`config.mk`:
```
export PLATFORM = sky130hd
export DESIGN_NAME = mips_cpu_control_fsm
export DESIGN_NICKNAME = d
export VERILOG_FILES = /design/src/rtl/mips_cpu_pkg.sv /design/src/rtl/mips_cpu_instr_class.sv /design/src/rtl/mips_cpu_control_fsm.sv
export SDC_FILE = /design/constraint.sdc
export NUM_CORES = 1
export LEC_CHECK = 0
export BUFFER_PORTS_ARGS = -buffer_cell sky130_fd_sc_hd__buf_2
export CORE_UTILIZATION = 40
export DETAILED_ROUTE_END_ITERATION = 16
export PLACE_DENSITY = 0.81
export SLEW_MARGIN = 20
export SYNTH_ARGS = -nofsm -noshare
export SYNTH_HDL_FRONTEND = slang
export SYNTH_HIERARCHICAL = 1
export SYNTH_SLANG_ARGS = --single-unit
```
`constraint.sdc`:
```
create_clock -name clk -period 2.6 [get_ports clk]
set_input_delay 0.26 -clock clk [delete_from_list [all_inputs] [get_ports clk]]
set_output_delay 0.26 -clock clk [all_outputs]
set_load 0.02 [all_outputs]
```
`src/rtl/mips_cpu_pkg.sv`:
```
// rtl/mips_cpu_pkg.sv - shared types and opcode constants for the MIPS CPU control path
package mips_cpu_pkg;

    typedef enum logic [2:0] {
        ST_FETCH  = 3'd0,
        ST_DECODE = 3'd1,
        ST_EXEC   = 3'd2,
        ST_MEM    = 3'd3,
        ST_WB     = 3'd4,
        ST_HALT   = 3'd5
    } state_t;

    typedef enum logic [1:0] {
        PC_SRC_PLUS4  = 2'd0,
        PC_SRC_BRANCH = 2'd1,
        PC_SRC_JUMP   = 2'd2,
        PC_SRC_RS     = 2'd3
    } pc_src_t;

    typedef enum logic [2:0] {
        CLS_RTYPE = 3'd0,
        CLS_ADDIU = 3'd1,
        CLS_LW    = 3'd2,
        CLS_SW    = 3'd3,
        CLS_BEQ   = 3'd4,
        CLS_J     = 3'd5,
        CLS_JR    = 3'd6,
        CLS_OTHER = 3'd7
    } instr_class_t;

    localparam logic [5:0] OP_RTYPE = 6'h00;
    localparam logic [5:0] OP_ADDIU = 6'h09;
    localparam logic [5:0] OP_LW    = 6'h23;
    localparam logic [5:0] OP_SW    = 6'h2B;
    localparam logic [5:0] OP_BEQ   = 6'h04;
    localparam logic [5:0] OP_J     = 6'h02;
    localparam logic [5:0] FUNCT_JR = 6'h08;

    // ALU functions the datapath implements for op 0x00 (JR handled separately)
    function automatic logic funct_supported(input logic [5:0] funct);
        case (funct)
            6'h00, 6'h02, 6'h03, 6'h21, 6'h23,
            6'h24, 6'h25, 6'h26, 6'h27, 6'h2A, 6'h2B: funct_supported = 1'b1;
            default:                                   funct_supported = 1'b0;
        endcase
    endfunction

endpackage

```
`src/rtl/mips_cpu_instr_class.sv`:
```
// rtl/mips_cpu_instr_class.sv - combinational opcode/funct to instruction class decode
module mips_cpu_instr_class
    import mips_cpu_pkg::*;
#(
    parameter bit STRICT_FUNCT = 1'b0
) (
    input  logic [5:0]   opcode,
    input  logic [5:0]   funct,
    output instr_class_t instr_class
);

    always_comb begin
        instr_class = CLS_OTHER;
        case (opcode)
            OP_RTYPE: begin
                if (funct == FUNCT_JR)
                    instr_class = CLS_JR;
                else if (STRICT_FUNCT && !funct_supported(funct))
                    instr_class = CLS_OTHER;
                else
                    instr_class = CLS_RTYPE;
            end
            OP_ADDIU: instr_class = CLS_ADDIU;
            OP_LW:    instr_class = CLS_LW;
            OP_SW:    instr_class = CLS_SW;
            OP_BEQ:   instr_class = CLS_BEQ;
            OP_J:     instr_class = CLS_J;
            default:  instr_class = CLS_OTHER;
        endcase
    end

endmodule

```
`src/rtl/mips_cpu_control_fsm.sv`:
```
// rtl/mips_cpu_control_fsm.sv - multi-cycle sequencer for the MIPS datapath
// ILLEGAL_OPCODE_HALT_EN: unknown opcodes/functs halt with error instead of acting as NOPs.
module mips_cpu_control_fsm
    import mips_cpu_pkg::*;
#(
    parameter int STALL_LIMIT = 0,
    parameter int CNT_W       = 8
) (
    input  logic       clk,
    input  logic       reset,
    input  logic [5:0] instr_opcode,
    input  logic [5:0] instr_funct,
    input  logic [4:0] instr_rt,
    input  logic [4:0] instr_rd,
    input  logic       alu_zero,
    input  logic       pc_next_zero,
    input  logic       mem_waitrequest,
    output logic       mem_read,
    output logic       mem_write,
    output logic       addr_sel_pc,
    output logic       ir_write,
    output logic       pc_write,
    output logic [1:0] pc_src,
    output logic       reg_write,
    output logic [4:0] write_register,
    output logic       mem_to_reg,
    output logic       alu_src_imm,
    output logic       active,
    output logic       error,
    output logic [2:0] state
);

`ifdef ILLEGAL_OPCODE_HALT_EN
    localparam bit ILLEGAL_HALT = 1'b1;
`else
    localparam bit ILLEGAL_HALT = 1'b0;
`endif

    localparam logic [CNT_W-1:0] LIMIT_V = CNT_W'(STALL_LIMIT);

    state_t             state_q, state_d;
    logic               error_q, error_d;
    logic [CNT_W-1:0]   stall_cnt_q, stall_cnt_d;
    logic [CNT_W-1:0]   stall_inc;
    logic               stall_hit;
    instr_class_t       instr_class;
    pc_src_t            pc_src_sel;

    mips_cpu_instr_class #(
        .STRICT_FUNCT (ILLEGAL_HALT)
    ) u_instr_class (
        .opcode      (instr_opcode),
        .funct       (instr_funct),
        .instr_class (instr_class)
    );

    always_ff @(posedge clk) begin
        if (reset) begin
            state_q     <= ST_FETCH;
            error_q     <= 1'b0;
            stall_cnt_q <= '0;
        end else begin
            state_q     <= state_d;
            error_q     <= error_d;
            stall_cnt_q <= stall_cnt_d;
        end
    end

    assign stall_inc = stall_cnt_q + CNT_W'(1);
    assign stall_hit = (LIMIT_V != '0) && (stall_inc == LIMIT_V);

    always_comb begin
        state_d        = state_q;
        error_d        = error_q;
        stall_cnt_d    = '0;
        mem_read       = 1'b0;
        mem_write      = 1'b0;
        addr_sel_pc    = 1'b0;
        ir_write       = 1'b0;
        pc_write       = 1'b0;
        pc_src_sel     = PC_SRC_PLUS4;
        reg_write      = 1'b0;
        write_register = 5'd0;
        mem_to_reg     = 1'b0;
        alu_src_imm    = 1'b0;
        active         = 1'b0;

        // Reset gates every output combinationally so an in-flight access drops at once
        if (!reset) begin
            case (state_q)
                ST_FETCH: begin
                    active      = 1'b1;
                    mem_read    = 1'b1;
                    addr_sel_pc = 1'b1;
                    if (mem_waitrequest) begin
                        stall_cnt_d = stall_inc;
                        if (stall_hit) begin
                            state_d = ST_HALT;
                            error_d = 1'b1;
                        end
                    end else begin
                        ir_write = 1'b1;
                        pc_write = 1'b1;
                        state_d  = ST_DECODE;
                    end
                end
                ST_DECODE: begin
                    active  = 1'b1;
                    state_d = ST_EXEC;
                end
                ST_EXEC: begin
                    active  = 1'b1;
                    state_d = ST_FETCH;
                    case (instr_class)
                        CLS_RTYPE: state_d = ST_WB;
                        CLS_ADDIU: begin
                            alu_src_imm = 1'b1;
                            state_d     = ST_WB;
                        end
                        CLS_LW, CLS_SW: begin
                            alu_src_imm = 1'b1;
                            state_d     = ST_MEM;
                        end
                        CLS_BEQ: begin
                            pc_write   = alu_zero;
                            pc_src_sel = PC_SRC_BRANCH;
                        end
                        CLS_J: begin
                            pc_write   = 1'b1;
                            pc_src_sel = PC_SRC_JUMP;
                        end
                        CLS_JR: begin
                            pc_write   = 1'b1;
                            pc_src_sel = PC_SRC_RS;
                            if (pc_next_zero)
                                state_d = ST_HALT;
                        end
                        default: begin
                            if (ILLEGAL_HALT) begin
                                state_d = ST_HALT;
                                error_d = 1'b1;
                            end
                        end
                    endcase
                end
                ST_MEM: begin
                    active    = 1'b1;
                    mem_read  = (instr_class == CLS_LW);
                    mem_write = (instr_class == CLS_SW);
                    if (mem_waitrequest) begin
                        stall_cnt_d = stall_inc;
                        if (stall_hit) begin
                            state_d = ST_HALT;
                            error_d = 1'b1;
                        end
                    end else begin
                        state_d = (instr_class == CLS_LW) ? ST_WB : ST_FETCH;
                    end
                end
                ST_WB: begin
                    active         = 1'b1;
                    write_register = (instr_class == CLS_RTYPE) ? instr_rd : instr_rt;
                    // $zero is writable in the register file, so suppress the strobe here
                    reg_write      = (write_register != 5'd0);
                    mem_to_reg     = (instr_class == CLS_LW);
                    state_d        = ST_FETCH;
                end
                ST_HALT: state_d = ST_HALT;
                default: state_d = ST_FETCH;
            endcase
        end
    end

    assign pc_src = pc_src_sel;
    assign error  = error_q & ~reset;
    assign state  = reset ? 3'd0 : state_q;

endmodule

```
==> results.yml <==
critical_path:
  cp_data_arrival_time_ps: 2220
  start_kind: "input pin"
  r2r_setup_slack_ps: 1410
  crit_end: "reg_write"
  critPathLaunch: "instr_opcode[0]"
  crit_fanout: 7
  r2r_cells: 3
  worstReg2RegStart: "state_q[1]$_SDFFE_PP0P_"
  crit_type: "input pin to primary output"
  rr_endpoint: "state_q[0]$_SDFFE_PP0P_"
  worstPathRequired_ps: 2340
  end_kind: "primary output"
finish:
  top_register: "state_q"
  top_regs: "state_q x3"
  layout-drive-gt1-share_pct: 48.2
  nets: 167
  largest_reg_flops: 3
  final_cell_count_no_fill: 155
  area_delta_synth_final_pct: 37.3
  num-fill-cells: 145
  n_antenna_cell: 0
synth:
  yosys.area.top_type: "dfxtp_1"
  synth_ff_type: "dfxtp_1"
  synth.avg_cell_area_sq_um: 7.18
  synthArstFlopShare_pct: 0
  ys_ff_latch: 3
  synth_warnings: 6
  syn-num-nets: 120
  yosysTopAreaCellShare_pct: 8.99
  synth_edf_count: 0
  synth.area.top_cells: "dfxtp_1 9.0%, nor2_1 7.9%, mux2i_1 7.5%"
  synthesis.area_sq_um: 668
  yosysUniqueCellTypes: 47
  synthCells: 93
  ys_seq_area_share_pct: 8.99
drt:
  wl_microns: 1810
  vias: 860
  drtIter0Drc: 20
  drt_pass1_iterations: 5
  antenna_left: 0
  wl_per_cell_microns: 11.6
  viasPerCell: 5.55
  post-route-drc-count: 0
pwr:
  max-vdd-ir-drop_uv: 139
  p_leak_nw: 0.439
  power_density_nw_per_um2: 255
clocking:
  cts_resized: 0
  cts_root_buf: "clkbuf_4"
  cts_buffer_depth: 2
  postCtsSetupBuffers: 0
  cts_hold_buf: 0
  htree_levels: 1
  numCtsBuffers: 3
  insertion_delay_ps: 250
  clk_pin_slew_ps: 40
  cts_tree: "built"
  clkSinkCount: 3
floorplanning:
  row_count: 14
  die_area_sq_um: 1840
  die_h_microns: 42.9
  pin_count: 47
  start_util_pct: 43.3
  die_x_microns: 42.9
  core_region_area_sq_um: 1540
placement:
  dp_cells: 151
  place.port_buffers: 45
  hpwl_microns: 1430
  place.gp.congestion: 0.762
timing:
  setup_viol: 0
  finClkSkew_ps: 0.519
  finalCritPeriodShare_pct: 95.5
  timing.final.max_slew_violations: 0
  rsz0062_at_grt: "no"
  fmax_mhz: 403
  post-route-min-period_ps: 2480
  hold_viol: 0
  tns_ps: 0
hold_path:
  hold_class: "input pin to register"
  worstHoldPathCells: 2
global_routing:
  overflow: 0
  grt_pass1_vias: 709
  antenna_found_initial: 0
  groute.usage.overall_pct: 20.0
  grt_pass1_wl_microns: 2850
  grt_max_degree: 14
status:
  outcome: "complete, no violations"
run:
  max-cap-violations: 0
-- stage by stage --
stage | worst slack, ps | utilization (%) | total power [mW] | hold WS [ps] | area, sq um
after floorplan | 271 | - | 0.107 | 444 | 668
after global placement | 180 | 57.8 | 0.140 | 560 | 891
after detailed placement | 118 | 57.8 | 0.143 | 563 | 891
after CTS | 113 | 59.5 | 0.236 | 298 | 917
after global routing | 38.4 | 59.5 | 0.247 | 326 | 917
final | 118 | 59.5 | 0.234 | 313 | 917
-- worst min path at each step --
stage	from	endpoint	slack, ps
floorplan	mem_waitrequest	state_q[0]$_SDFFE_PP0P_	440
global placement	reset	state_q[0]$_SDFFE_PP0P_	560
detailed placement	reset	state_q[2]$_SDFFE_PP0P_	560
CTS	reset	state_q[2]$_SDFFE_PP0P_	300
global route	reset	state_q[2]$_SDFFE_PP0P_	330
finish	reset	state_q[2]$_SDFFE_PP0P_	310
-- cells in the mapped netlist, types with 2 or more instances --
library cell	number
mux2i_1	5
and2b_1	2
nor3_1	3
buf_6	2
inv_1	3
nor2_2	5
nor2_1	14
nor4_1	2
a211oi_1	2
o21ai_1	2
buf_2	3
o21bai_1	2
nand3_1	2
a21o_1	2
nand2_1	6
dfxtp_1	3
a21oi_1	3
or3_1	2
nor2b_1	2
-- power breakdown --
| part | switching, mW | internal, mW |
|---|---|---|
| Clock | 0.0330 | 0.0581 |
| Combinational | 0.0501 | 0.0390 |
| Sequential | 0.00529 | 0.0482 |
-- critical path, cell delays in order --
cell	delay (ps)
buf_2	120
or4_4	540
a211oi_2	200
o21bai_1	150
nor3_4	440
nor4_2	80
a221oi_2	230
buf_2	200
-- cell usage in the layout (no fill, tap or decap), drive strengths merged, types with 3 or more instances in the layout --
cell / instances
a211oi: 3
a21oi: 3
buf: 48
clkbuf: 4
dfxtp: 3
inv: 4
mux2i: 5
nand2: 6
nand3: 3
nor2: 19
nor3: 5
nor4: 3
o21ai: 3
-- layout make-up --
class,count,area [sq um],share of cell area (%)
inverter,4,15.0,1.64
sequential,3,60.1,6.55
multi-input combinational,80,548,59.8
timing repair buffer,48,248,27.0
clock buffer,4,26.3,2.86
tap,16,20.0,2.18
-- metal layers --
| metal | vias to the layer above | wire length [microns] | part of all wire (%) | global-route usage [%] |
|---|---|---|---|---|
| met5 | - | 0 | 0 | 0 |
| met4 | 0 | 39 | 2.2 | 11.3 |
| met3 | 5 | 171 | 9.5 | 4.26 |
| met2 | 51 | 804 | 45 | 33.3 |
| met1 | 376 | 790 | 44 | 23.2 |
| li1 | 428 | - | - | - |
-- logic make-up after synthesis --
group | after synthesis | share of synthesized area (%)
buffers and inverters | 10 | 8.99
AND/OR/NAND/NOR | 52 | 47.9
flip-flops | 3 | 8.99
other | 1 | 0.561
multiplexers | 5 | 7.49
XOR/XNOR | 1 | 1.31
AO/OA/AOI/OAI | 21 | 24.7
No activity file was read; power rests on OpenSTA's default activity.
